**src/rtl/lfsr_gen.sv**
```systemverilog
`default_nettype none
// ============================================================================
//  Module   : lfsr_gen
//  Purpose  : Parametrised Fibonacci/Galois LFSR with a valid/ready output
//             stream, seed reload and sequence-period measurement.
//  Revision : 1.0
// ============================================================================
module lfsr_gen #(
    parameter int               WIDTH      = 16,
    parameter logic [WIDTH-1:0] TAPS       = 16'hB400,
    parameter int               GALOIS     = 0,
    parameter logic [WIDTH-1:0] RESET_SEED = {WIDTH{1'b1}}
) (
    input  logic             clk,
    input  logic             rst,
    input  logic [WIDTH-1:0] seed,
    input  logic             sel,
    input  logic             out_ready,
    output logic             out_valid,
    output logic [WIDTH-1:0] out_data,
    output logic [WIDTH-1:0] state,
    output logic             wrap,
    output logic [WIDTH-1:0] period
);

    localparam logic [WIDTH-1:0] c_one = {{(WIDTH-1){1'b0}}, 1'b1};

    logic [WIDTH-1:0] r_state;
    logic [WIDTH-1:0] r_start;
    logic [WIDTH-1:0] r_step_cnt;
    logic [WIDTH-1:0] r_out_data;
    logic [WIDTH-1:0] r_period;
    logic             r_out_valid;
    logic             r_wrap;

    logic [WIDTH-1:0] w_next;
    logic [WIDTH-1:0] w_load_val;
    logic             w_adv;
    logic             w_hit_start;

    generate
        if (GALOIS != 0) begin : g_galois
            assign w_next = {r_state[WIDTH-2:0], 1'b0} ^ (r_state[WIDTH-1] ? TAPS : '0);
        end else begin : g_fibonacci
            assign w_next = {r_state[WIDTH-2:0], ^(r_state & TAPS)};
        end
    endgenerate

    // An all-zero seed would lock the register up, so it is replaced by 1.
    assign w_load_val  = (seed == '0) ? c_one : seed;
    assign w_adv       = ~r_out_valid | out_ready;
    assign w_hit_start = (w_next == r_start);

    always_ff @(posedge clk or negedge rst) begin
        if (!rst) begin
            r_state     <= RESET_SEED;
            r_start     <= RESET_SEED;
            r_step_cnt  <= '0;
            r_out_data  <= '0;
            r_out_valid <= 1'b0;
            r_wrap      <= 1'b0;
            r_period    <= '0;
        end else if (!sel) begin
            r_state     <= w_load_val;
            r_start     <= w_load_val;
            r_step_cnt  <= '0;
            r_out_valid <= 1'b0;
            r_wrap      <= 1'b0;
        end else if (w_adv) begin
            r_out_data  <= r_state;
            r_out_valid <= 1'b1;
            r_state     <= w_next;
            r_wrap      <= w_hit_start;
            if (w_hit_start) begin
                r_period   <= r_step_cnt + c_one;
                r_step_cnt <= '0;
            end else begin
                r_step_cnt <= r_step_cnt + c_one;
            end
        end else begin
            // Stalled by the consumer: hold the word, only the pulse clears.
            r_wrap      <= 1'b0;
        end
    end

    assign out_valid = r_out_valid;
    assign out_data  = r_out_data;
    assign state     = r_state;
    assign wrap      = r_wrap;
    assign period    = r_period;

endmodule
`default_nettype wire

```
**config.mk**
```make
export PLATFORM = sky130hd
export DESIGN_NAME = lfsr_gen
export DESIGN_NICKNAME = d
export VERILOG_FILES = /design/src/rtl/lfsr_gen.sv
export SDC_FILE = /design/constraint.sdc
export NUM_CORES = 1
export LEC_CHECK = 0
export CAP_MARGIN = 20
export CORE_UTILIZATION = 56
export CTS_CLUSTER_DIAMETER = 80
export DETAILED_ROUTE_END_ITERATION = 8
export MAX_ROUTING_LAYER = met4
export PLACE_DENSITY = 0.85
export REMOVE_ABC_BUFFERS = 1
export SKIP_LAST_GASP = 1
export SLEW_MARGIN = 20
export SYNTH_ARGS = -nofsm -noshare
export SYNTH_HDL_FRONTEND = slang
export SYNTH_SLANG_ARGS = --single-unit
```
**constraint.sdc**
```tcl
create_clock -name clk -period 4 [get_ports clk]
set_input_delay 0.4 -clock clk [delete_from_list [all_inputs] [get_ports clk]]
set_output_delay 0.4 -clock clk [all_outputs]
set_load 0.01 [all_outputs]
```
# == Yosys cells after proc, flatten, opt, wreduce, memory -nomap -nowiden ==
# Index checks and enable logic that the tools add are counted.
# word_totals
elab_cells,26
input_bits,20
reg_bits,82
output_inout_bits,50
# op_classes
mux,10
bitwise,2
n_reduce_logical,4
eq_ne,2
add_sub_neg,1
# ops
cell,count
16-bit two-way mux,6
16-bit by 1-bit adder with 16-bit output (second input constant),1
16-bit equality test,1
16-bit zero test,1
16-bit XOR reduction,1
1-bit two-way mux,4
3-bit AND reduction,1
2-bit by 1-bit inequality test with 1-bit output (second input constant),1
2-bit AND reduction,1
1-bit NOT,1
1-bit OR,1

# == Longest topological paths before layout ==
# Gate-level depths: netlist (run 1).
# depth
ltp_word,5
depth_mapped,8
ltp_nobuf,6

# == Worst setup path after synthesis (run 1) ==
# OpenSTA, ideal clock, no wires.
# synth_timing
kind,reg-to-reg
startpoint,reg r_state[10] (netlist: state[10])
endpoint,reg r_period[1] (netlist: period[1])
setup_ns,0.125
required_time_ns,3.875
period_less_slack_ns,1.779
stages_incl_launch_ff,7
n_path_buf,1
setup_slack_ns,2.221
arrival_time_ns,1.654
path_cell_list,dfstp_2 > xor2_1 > xnor2_1 > xnor2_1 > nand4_1 > buf_6 > mux2_4
# synth_via
elab_chain_len,3
# synth_lines
element,line_no,rtl
start: declaration,28,logic [WIDTH-1:0] r_state;
start signal: assignment,64,r_state <= w_load_val;
start signal: assignment,72,r_state <= w_next;
16-bit XOR reduction,45,"assign w_next = {r_state[WIDTH-2:0], ^(r_state & TAPS)};"
16-bit equality test *,52,assign w_hit_start = (w_next == r_start);
3-bit AND reduction (no source line) *,-,
end signal: assignment,75,r_period <= r_step_cnt + c_one;
end: declaration,32,logic [WIDTH-1:0] r_period;
# Every way passes the cells marked *; elsewhere a longest branch is shown, timed or not.
# A chain may end at the register's enable or synchronous reset.

# == Worst setup path after layout (run 1) ==
# layout_timing
startpoint,in sel
endpoint,reg r_step_cnt[7]
# layout_via
elab_chain_len,1
elab_cells_between_ends,2
classes_between,1 x eq/ne; 1 x mux
# layout_lines
element,line_no,rtl
start: declaration,17,"input logic sel,"
2-bit by 1-bit inequality test with 1-bit output (no source line) or 16-bit two-way mux (tied branches),-,
end signal: assignment,78,r_step_cnt <= r_step_cnt + c_one;
end: declaration,30,logic [WIDTH-1:0] r_step_cnt;
# Parallel ways exist; a longest one is shown, timed or not.

==> flow_summary.json, run 1 <==
{
  "status": "finished clean",
  "p_per_area_mw_per_mm2": 424,
  "drive_above_1_share_pct": 14.7,
  "coreArea_mm2": 0.00635,
  "drt_iter0_drc": 263,
  "globalplace.congestion": 0.821,
  "cts.sinks": 82,
  "avgSynthCellArea_um2": 10.5,
  "grt_max_degree": 83,
  "drv_cap": 0,
  "wl_per_cell_um": 16.2,
  "detail_route.first_pass.iterations": 7,
  "cp_cell_sequence": "clkdlybuf4s50_1 > buf_4 > nand2_1 > a31o_2 > o21ai_1",
  "dr_total_vias": 2801,
  "slew_viol_final": 0,
  "yosysUniqueCellTypes": 38,
  "ir_worst_vdd_mv": 0.279,
  "holdBufCountCts": 0,
  "yosysSeqAreaShare_pct": 56.9,
  "p_sw_w": 0.000515,
  "hp-class": "in2async",
  "path_max_fanout": 23,
  "postRouteAntennaNets": 0,
  "clock_skew_ns": 0.0113,
  "cp-end-kind": "register",
  "syn_inst": 349,
  "max-slew-margin-rel_pct": 32.5,
  "drc_errors": 0,
  "cts_max_level": 3,
  "io_pins": 70,
  "port_buffers": 69,
  "slowest_delay_ns": 0.71,
  "die_w_um": 83.1,
  "grt_remaining_overflow": 0,
  "fp.dieH_um": 83.1,
  "p_seq_share_pct": 49.9,
  "setup-tns-final_ns": 0,
  "cts_tree": "done",
  "initial_core_util_pct": 58.0,
  "cts_made_buffers": 9,
  "dieArea_mm2": 0.00690,
  "post-cts-setup-buffers": 0,
  "grt_usage_pct": 25.9,
  "setup_viol": 0,
  "post-place-ws_ns": 1.35,
  "cts_resized": 0,
  "fin_crit_ns": 2.32,
  "critPathKind": "in2reg",
  "fmax_mhz": 431,
  "clockBufferDepth": 2,
  "critPathSlowestCell": "clkdlybuf4s50_1",
  "nets": 437,
  "p_clk_share_pct": 34.2,
  "fin_ws_ns": 1.68,
  "worst-endpoint-arrival_ns": 2.60,
  "hpwlAfterDp_mm": 5.25,
  "synth_seq_cells": 82,
  "cpLargestDelayFamily": "buffers and inverters",
  "root_buffer": "clkbuf_8",
  "grt_pass1_vias": 2734,
  "hold_viol_final": 0,
  "finalCritPeriodShare_pct": 58.0,
  "ys_warn_count": 0,
  "layout-area-overhead-vs-synth_pct": 25.7,
  "clock_latency_ns": 0.36,
  "p_comb_share_pct": 15.9,
  "num_rows": 29,
  "clk_pin_slew_worst_paths_ns": 0.08,
  "worst_pin_slew_ns": 1.01,
  "via_per_inst": 5.62,
  "grt_pass1_wl_mm": 13.6,
  "critical_path_required_ns": 4.28,
  "synth_area_mm2": 0.00368,
  "cp-start-kind": "input port",
  "swShare_pct": 26.2,
  "n_antenna_cell": 0,
  "rsz0062_at_grt": "no",
  "wl_mm": 8.05,
  "antenna_found_initial": 0,
  "p_int_w": 0.00145,
  "path_buf_inv": 2,
  "p_leak_nw": 2.14
}
==> state kept, by name, indices dropped and copies added, names as in the netlist <==
register    flops
period         16
out_data       16
r_step_cnt     16
r_start        16
state          16
wrap            1
out_valid       1
==> power by group through the flow <==
| stage | logic (W) | clock network, W | registers (W) |
|---|---|---|---|
| floorplan | 0.000123 | 0 | 0.00100 |
| finish | 0.000311 | 0.000671 | 0.000978 |
| global route | 0.000337 | 0.000716 | 0.000988 |
| global placement | 0.000300 | 0 | 0.000989 |
| CTS | 0.000314 | 0.000679 | 0.000978 |
| detailed placement | 0.000308 | 0 | 0.000991 |
==> placed cells by master (no fill, tap or decap), drive strengths merged, types with 6 or more instances in the layout <==
cell type / instances
a22o: 8
dfstp: 32
clkdlybuf4s50: 68
clkbuf: 10
nand4: 6
o21ai: 20
xor2: 11
nand2: 80
dfrtp: 50
xnor2: 22
a222oi: 8
inv: 29
nand3: 8
mux2i: 16
nor2: 10
==> synthesized netlist by cell type <==
cell type | n | area [um^2]
and2_1 | 2 | 12.5
xnor2_1 | 22 | 193
a221o_1 | 1 | 10.0
nor4_4 | 1 | 21.3
xor2_1 | 11 | 96.3
buf_6 | 2 | 22.5
nand3_1 | 8 | 40.0
a41oi_1 | 1 | 8.76
nand2_1 | 80 | 300
a222oi_1 | 8 | 80.1
o21ai_0 | 4 | 20.0
a21o_1 | 1 | 7.51
mux2_2 | 4 | 45.0
a31oi_1 | 4 | 25.0
nor3_2 | 1 | 10.0
nor2b_1 | 3 | 18.8
buf_12 | 1 | 20.0
and4_1 | 1 | 8.76
o21ai_1 | 16 | 80.1
nor4_1 | 4 | 25.0
buf_1 | 2 | 7.51
dfrtp_1 | 50 | 1250
mux2_4 | 1 | 15.0
buf_2 | 1 | 5.00
nand4_1 | 6 | 37.5
a21oi_1 | 2 | 10.0
ha_1 | 1 | 12.5
a22oi_1 | 2 | 15.0
inv_2 | 1 | 3.75
dfstp_2 | 32 | 841
nor3b_1 | 1 | 7.51
a22o_1 | 8 | 70.1
nor2_1 | 10 | 37.5
mux2i_1 | 16 | 160
nand2b_1 | 1 | 6.26
clkbuf_1 | 11 | 41.3
inv_1 | 28 | 105
a31o_2 | 1 | 8.76
==> stage by stage <==
| stage | cell area (um^2) | hold slack (ns) | total power (W) | util [%] | instances |
|---|---|---|---|---|---|
| detailed placement | 4400 | 0.459 | 0.00130 | 69.3 | 482 |
| global route | 4630 | 0.282 | 0.00204 | 72.8 | 498 |
| global placement | 4400 | 0.457 | 0.00129 | 69.3 | 482 |
| CTS | 4630 | 0.249 | 0.00197 | 72.8 | 498 |
| floorplan | 3580 | 0.104 | 0.00112 | - | 332 |
| finish | 4630 | 0.209 | 0.00196 | 72.8 | 498 |
==> logic make-up (layout without fill, tap and decap cells) <==
logic type / Yosys count / after routing / synth area share, %
buffers and inverters: 46 / 118 / 5.58
multiplexers: 21 / 21 / 5.98
flip-flops: 82 / 82 / 56.9
AND/OR/NAND/NOR: 118 / 118 / 14.3
XOR/XNOR: 33 / 33 / 7.85
adder cells (fa/ha/maj): 1 / 1 / 0.340
AO/OA/AOI/OAI: 48 / 48 / 9.11
==> worst reg2reg max path: stages (launching register included) <==
cell and delay, ns:
dfstp_2 0.63, xor2_1 0.21, xnor2_1 0.22, xnor2_1 0.22, nand4_1 0.13, buf_4 0.24
mux2_4 0.33
==> path summary, 6_finish.rpt <==
kind / startpoint / end / slack [ns] / cells after the start
min in group clk: r_start[0] / r_start[0] / 0.48 / 2
setup / recovery: sel / r_step_cnt[7] / 1.68 / 5
max in group asynchronous: rst / out_valid / 3.14 / 1
setup reg to reg: state[10] / period[1] / 1.92 / 6
hold reg to reg: r_start[0] / r_start[0] / 0.48 / 2
hold / removal: rst / period[12] / 0.21 / 1
==> final cells by class <==
type                    count  area, um^2
flip-flops and latches     82        2090
fillers                   427        1720
multi-input cells         221        1380
repair buffers             73         718
clock buffers              10         138
inverters                  29         109
well taps                  77        96.3
clock inverters             6        90.1
==> routing by layer <==
metal | global-route usage, % | share of wire [%]
met1 | 33.9 | 44
met2 | 41.1 | 50
met3 | 4.27 | 4.9
met4 | 9.40 | 1.8
met5 | - | 0
(Power assumes the default switching activity.)
==> run 2: changes to the inputs <==
--- a/config.mk
+++ b/config.mk
@@ -6,11 +6,11 @@
 export NUM_CORES = 1
 export LEC_CHECK = 0
 export CAP_MARGIN = 20
-export CORE_UTILIZATION = 56
+export CORE_UTILIZATION = 52
 export CTS_CLUSTER_DIAMETER = 80
 export DETAILED_ROUTE_END_ITERATION = 8
 export MAX_ROUTING_LAYER = met4
-export PLACE_DENSITY = 0.85
+export PLACE_DENSITY = 0.8
 export REMOVE_ABC_BUFFERS = 1
 export SKIP_LAST_GASP = 1
 export SLEW_MARGIN = 20
==> constraint.sdc (replaced) <==
create_clock -name clk -period 2.22 [get_ports clk]
set_input_delay 0.222 -clock clk [delete_from_list [all_inputs] [get_ports clk]]
set_output_delay 0.222 -clock clk [all_outputs]
set_load 0.01 [all_outputs]
==> run 2 against run 1 <==
  * Global-route usage down 0.84 points
  * Critical path depth up 1
  * Non-clock buffer count up 12
  * Count of clock-buffer cells in the layout down 1
  * Sequential power up 80%
  * Final cell count up 6.2%
  * Total power up 79%
  * Combinational power up 84%
  * Clock power up 74%
  * Wire length down 0.94%
  * Largest power group unchanged
==> flow_summary.json, run 2 (synthesis results as in run 1) <==
{
  "layout-area-overhead-vs-synth_pct": 28.6,
  "n_antenna_cell": 0,
  "coreArea_mm2": 0.00683,
  "fin_crit_ns": 1.99,
  "grt_remaining_overflow": 0,
  "die_w_um": 86.1,
  "critPathSlowestCell": "dfstp_2",
  "finalCritPeriodShare_pct": 89.6,
  "fmax_mhz": 502,
  "nFillCells": 555,
  "ff_latch_area_mm2": 0.00209,
  "fp.dieH_um": 86.1,
  "hp-class": "in2async",
  "grt_usage_pct": 25.0,
  "nets": 449,
  "multi_input_area_mm2": 0.00138,
  "drc_errors": 0,
  "slowest_delay_ns": 0.62,
  "dieArea_mm2": 0.00742,
  "drt_iter0_drc": 263,
  "crit_top_cell": "xnor2_1",
  "critical_path_required_ns": 2.44,
  "root_buffer": "clkbuf_8",
  "dr_total_vias": 2839,
  "reg2reg_from": "state[10]",
  "clock_latency_ns": 0.35,
  "wl_per_cell_um": 15.1,
  "finalPower_w": 0.00351,
  "cts_made_buffers": 9,
  "worst-endpoint-arrival_ns": 2.21,
  "setup_viol": 0,
  "cts.sinks": 82,
  "p_leak_nw": 2.19,
  "ir_worst_vdd_mv": 0.359,
  "grt_pass1_vias": 2776,
  "grt_max_degree": 43,
  "initial_core_util_pct": 53.9,
  "cp-start-kind": "register",
  "slew_viol_final": 0,
  "dp_cells": 512,
  "holdWs_ns": 0.397,
  "rsz0062_at_grt": "no",
  "mostFrequentLayoutCells": "80 x nand2_1, 68 x clkdlybuf4s50_1, 50 x dfrtp_1",
  "via_per_inst": 5.37,
  "cts_tree": "done",
  "status": "finished clean",
  "clock_skew_ns": 0.0124,
  "setup.worst_path.start": "state[10]",
  "p_per_area_mw_per_mm2": 741,
  "worst_pin_slew_ns": 0.529,
  "io_pins": 70,
  "cp-end-kind": "register",
  "hold_viol_final": 0,
  "num_rows": 30,
  "max-slew-margin-rel_pct": 64.7,
  "cts_max_level": 3,
  "critPathKind": "reg2reg",
  "hpwlAfterDp_mm": 5.53,
  "clockBufferDepth": 2,
  "r2r_slack_ns": 0.23,
  "post-cts-setup-buffers": 0,
  "wl_mm": 7.98,
  "port_buffers": 69,
  "cp_cell_sequence": "xor2_1 > xnor2_1 > xnor2_1 > nand4_1 > buf_4 > mux2i_1",
  "detail_route.first_pass.iterations": 5,
  "drive_above_1_share_pct": 16.9,
  "drv_cap": 0,
  "antenna_found_initial": 0,
  "final_common_cell": "nand2_1",
  "grt_pass1_wl_mm": 13.8,
  "setup-tns-final_ns": 0,
  "globalplace.congestion": 0.841,
  "postRouteAntennaNets": 0,
  "path_max_fanout": 16,
  "fin_cells": 529,
  "clk_pin_slew_worst_paths_ns": 0.09,
  "final_core_util_pct": 69.3
}
[run 2: cell types whose count changed in the layout (fill, tap and decap cells not counted)]
cell and delta:
buf_4 +11, clkbuf_8 -1, clkinv_2 +1, clkinv_4 -1, clkinvlp_4 +1, dlygate4sd3_1 +1
[run 2: critical path, delay by kind of cell (launching register included)]
family                    cells  cell delay [ns]
xor gates and xnor gates      3             0.63
and+or+nand+nor               1             0.17
muxes                         1             0.15
buffers and inverters         1             0.27
DFF                           1             0.62
[run 2: where the power goes]
group	internal, W	switching, W
Combinational	0.000303	0.000269
Clock	0.000631	0.000540
Sequential	0.00165	0.000111
[run 2: final timing paths]
| kind | depth (start not counted) | to |
|---|---|---|
| worst min register to register | 2 | out_data[14] |
| worst max register to register | 6 | period[0] |
| min in group clk | 3 | r_start[3] |
| worst max-delay path | 6 | period[0] |
| worst min-delay path | 2 | period[12] |
| max in group asynchronous | 3 | r_start[11] |
[run 2: metal layers]
| metal | part of all wire, % | wire length (um) | global-route usage, % |
|---|---|---|---|
| met2 | 47 | 3780 | 37.7 |
| met1 | 47 | 3720 | 34.0 |
| met3 | 4.4 | 353 | 4.23 |
| met4 | 1.6 | 124 | 9.85 |
| met5 | 0 | 0 | - |
[run 2: timing repair]
| item | CTS | global route |
|---|---|---|
| endpoints found under the hold margin | 31 | 0 |
| hold buffers | 1 | 0 |
| gates resized for setup | 0 | 0 |
[run 2: stage by stage]
stage          setup slack, ns  area, um^2
6_report                 0.230        4730
5_1_grt                  0.111        4730
4_1_cts                  0.208        4730
3_5_place_dp             0.239        4500
3_3_place_gp             0.291        4500
2_1_floorplan           -0.512        3580
[run 2: layout make-up]
| cell class | count | share of cell area [%] |
|---|---|---|
| Multi-Input combinational cell | 221 | 29.2 |
| Clock buffer | 9 | 2.62 |
| Sequential cell | 82 | 44.2 |
| Timing Repair Buffer | 85 | 17.1 |
| Clock inverter | 7 | 1.98 |
| Tap cell | 96 | 2.54 |
| Inverter | 29 | 2.30 |
==> run 3: changes to the inputs <==
--- a/config.mk
+++ b/config.mk
@@ -6,6 +6,7 @@
 export NUM_CORES = 1
 export LEC_CHECK = 0
 export CAP_MARGIN = 20
+export CORE_ASPECT_RATIO = 0.75
 export CORE_UTILIZATION = 52
 export CTS_CLUSTER_DIAMETER = 80
 export DETAILED_ROUTE_END_ITERATION = 8
==> run 3 against run 2 <==
  * Maximum frequency fell by 4.4%
  * Total power up 1.7%
  * Utilization increased by 0.055 points
  * Sequential power hardly changed
  * Critical endpoint is now period[9]
==> flow_summary.json, run 3 (synthesis results as in run 1) <==
{
  "status": "finished clean",
  "dieArea_mm2": 0.00742,
  "clk_pin_slew_worst_paths_ns": 0.08,
  "critical_path_required_ns": 2.44,
  "path_max_fanout": 15,
  "clock_latency_ns": 0.35,
  "fin_crit_ns": 2.08,
  "num_rows": 26,
  "critPathKind": "reg2reg",
  "fmax_mhz": 481,
  "grt_max_degree": 68,
  "cp-start-kind": "register",
  "p_int_w": 0.00263,
  "nets": 445,
  "slew_viol_final": 0,
  "p_seq_share_pct": 49.4,
  "cp_cell_sequence": "xor2_2 > xnor2_2 > xnor2_1 > nand4_1 > buf_4 > mux2i_1",
  "critPathSlowestCell": "dfstp_2",
  "die_w_um": 99.1,
  "postRouteAntennaNets": 0,
  "ir_worst_vdd_mv": 0.551,
  "dr_total_vias": 2784,
  "holdWs_ns": 0.269,
  "nFillCells": 527,
  "setup_viol": 0,
  "layout-area-overhead-vs-synth_pct": 28.7,
  "port_buffers": 69,
  "globalplace.congestion": 0.825,
  "dp_cells": 496,
  "detail_route.first_pass.iterations": 8,
  "initial_core_util_pct": 53.9,
  "p_clk_share_pct": 33.9,
  "cts_tree": "done",
  "drive_above_1_share_pct": 16.3,
  "cp-end-kind": "register",
  "via_per_inst": 5.43,
  "drv_cap": 0,
  "post-place-ws_ns": 0.138,
  "drc_errors": 0,
  "cts_max_level": 3,
  "antenna_found_initial": 0,
  "fp.dieH_um": 74.9,
  "fin_cells": 513,
  "fin_ws_ns": 0.139,
  "drt_iter0_drc": 252,
  "slowest_delay_ns": 0.62,
  "root_buffer": "clkbuf_8",
  "max-slew-margin-rel_pct": 70.9,
  "io_pins": 70,
  "clock_skew_ns": 0.00749,
  "final_core_util_pct": 69.3,
  "grt_pass1_vias": 2713,
  "p_per_area_mw_per_mm2": 753,
  "n_antenna_cell": 0,
  "worst_pin_slew_ns": 0.432,
  "p_leak_nw": 2.19,
  "wl_per_cell_um": 15.8,
  "final_common_cell": "nand2_1",
  "clockBufferDepth": 2,
  "hp-class": "in2async",
  "cts_made_buffers": 9,
  "mostFrequentLayoutCells": "80 x nand2_1, 68 x clkdlybuf4s50_1, 50 x dfrtp_1",
  "post-cts-setup-buffers": 0,
  "hold_viol_final": 0,
  "hpwlAfterDp_mm": 5.65,
  "p_comb_share_pct": 16.7,
  "grt_usage_pct": 24.6,
  "wl_mm": 8.11,
  "swShare_pct": 26.2,
  "rsz0062_at_grt": "no",
  "grt_pass1_wl_mm": 13.3,
  "worst-endpoint-arrival_ns": 2.30,
  "grt_remaining_overflow": 0,
  "cts.sinks": 82,
  "p_sw_w": 0.000935,
  "finalCritPeriodShare_pct": 93.7,
  "coreArea_mm2": 0.00683,
  "reg2reg_depth": 6
}
## run 3: changes by cell type in the layout (fill, tap and decap cells not counted), moves of 2 or more
| cell | before | now |
|---|---|---|
| inv_6 | 0 | 2 |
| buf_4 | 16 | 10 |
| clkinv_2 | 2 | 0 |
| buf_12 | 0 | 2 |
## run 3: layout make-up
type	instances	area (um^2)	area share [%]
Clock buffer	11	141	2.99
Timing Repair Buffer	81	806	17.0
Multi-Input combinational cell	221	1400	29.5
Sequential cell	82	2090	44.2
Tap cell	84	105	2.22
Inverter	29	109	2.30
Clock inverter	5	85.1	1.80
## run 3: timing repair
item	4_1_cts	5_1_grt
setup endpoints to repair	0	8
gates resized for setup	0	2
endpoints found under the hold margin	15	0
hold buffers	1	0
## run 3: stage by stage
| step | cell area (um^2) | TNS [ns] | total power, W |
|---|---|---|---|
| 5_1_grt | 4740 | 0 | 0.00372 |
| 6_report | 4740 | 0 | 0.00357 |
| 3_5_place_dp | 4480 | 0 | 0.00237 |
| 2_1_floorplan | 3580 | -4.72 | 0.00202 |
| 3_3_place_gp | 4480 | 0 | 0.00235 |
| 4_1_cts | 4720 | 0 | 0.00359 |
## run 3: critical path: cells and delay by family, from the launching register on
kind,cells,cell delay [ns]
muxes,1,0.14
buffers and inverters,1,0.30
DFF,1,0.62
and+or+nand+nor,1,0.25
xor gates and xnor gates,3,0.64
## run 3: final timing paths
path	from	endpoint	slack (ns)
max reg2reg	state[10]	period[9]	0.14
min in group clk	seed[9]	state[9]	0.46
min	rst	period[12]	0.27
max in group asynchronous	rst	r_start[10]	1.30
max	state[10]	period[9]	0.14
min reg2reg	out_data[1]	out_data[1]	0.48
## run 3: layer usage
metal / part of all wire [%] / routed length [um] / global-route usage, %
met4: 0.57 / 46 / 7.84
met3: 6.7 / 544 / 8.08
met2: 46 / 3730 / 35.4
met1: 47 / 3790 / 33.3
met5: 0 / 0 / -
## run 3: power groups by stage
| stage | Sequential, W | Clock [W] | Combinational (W) |
|---|---|---|---|
| 2_1_floorplan | 0.00180 | 0 | 0.000222 |
| 3_3_place_gp | 0.00178 | 0 | 0.000565 |
| 3_5_place_dp | 0.00179 | 0 | 0.000580 |
| 4_1_cts | 0.00176 | 0.00124 | 0.000586 |
| 5_1_grt | 0.00178 | 0.00130 | 0.000641 |
| 6_report | 0.00176 | 0.00121 | 0.000595 |
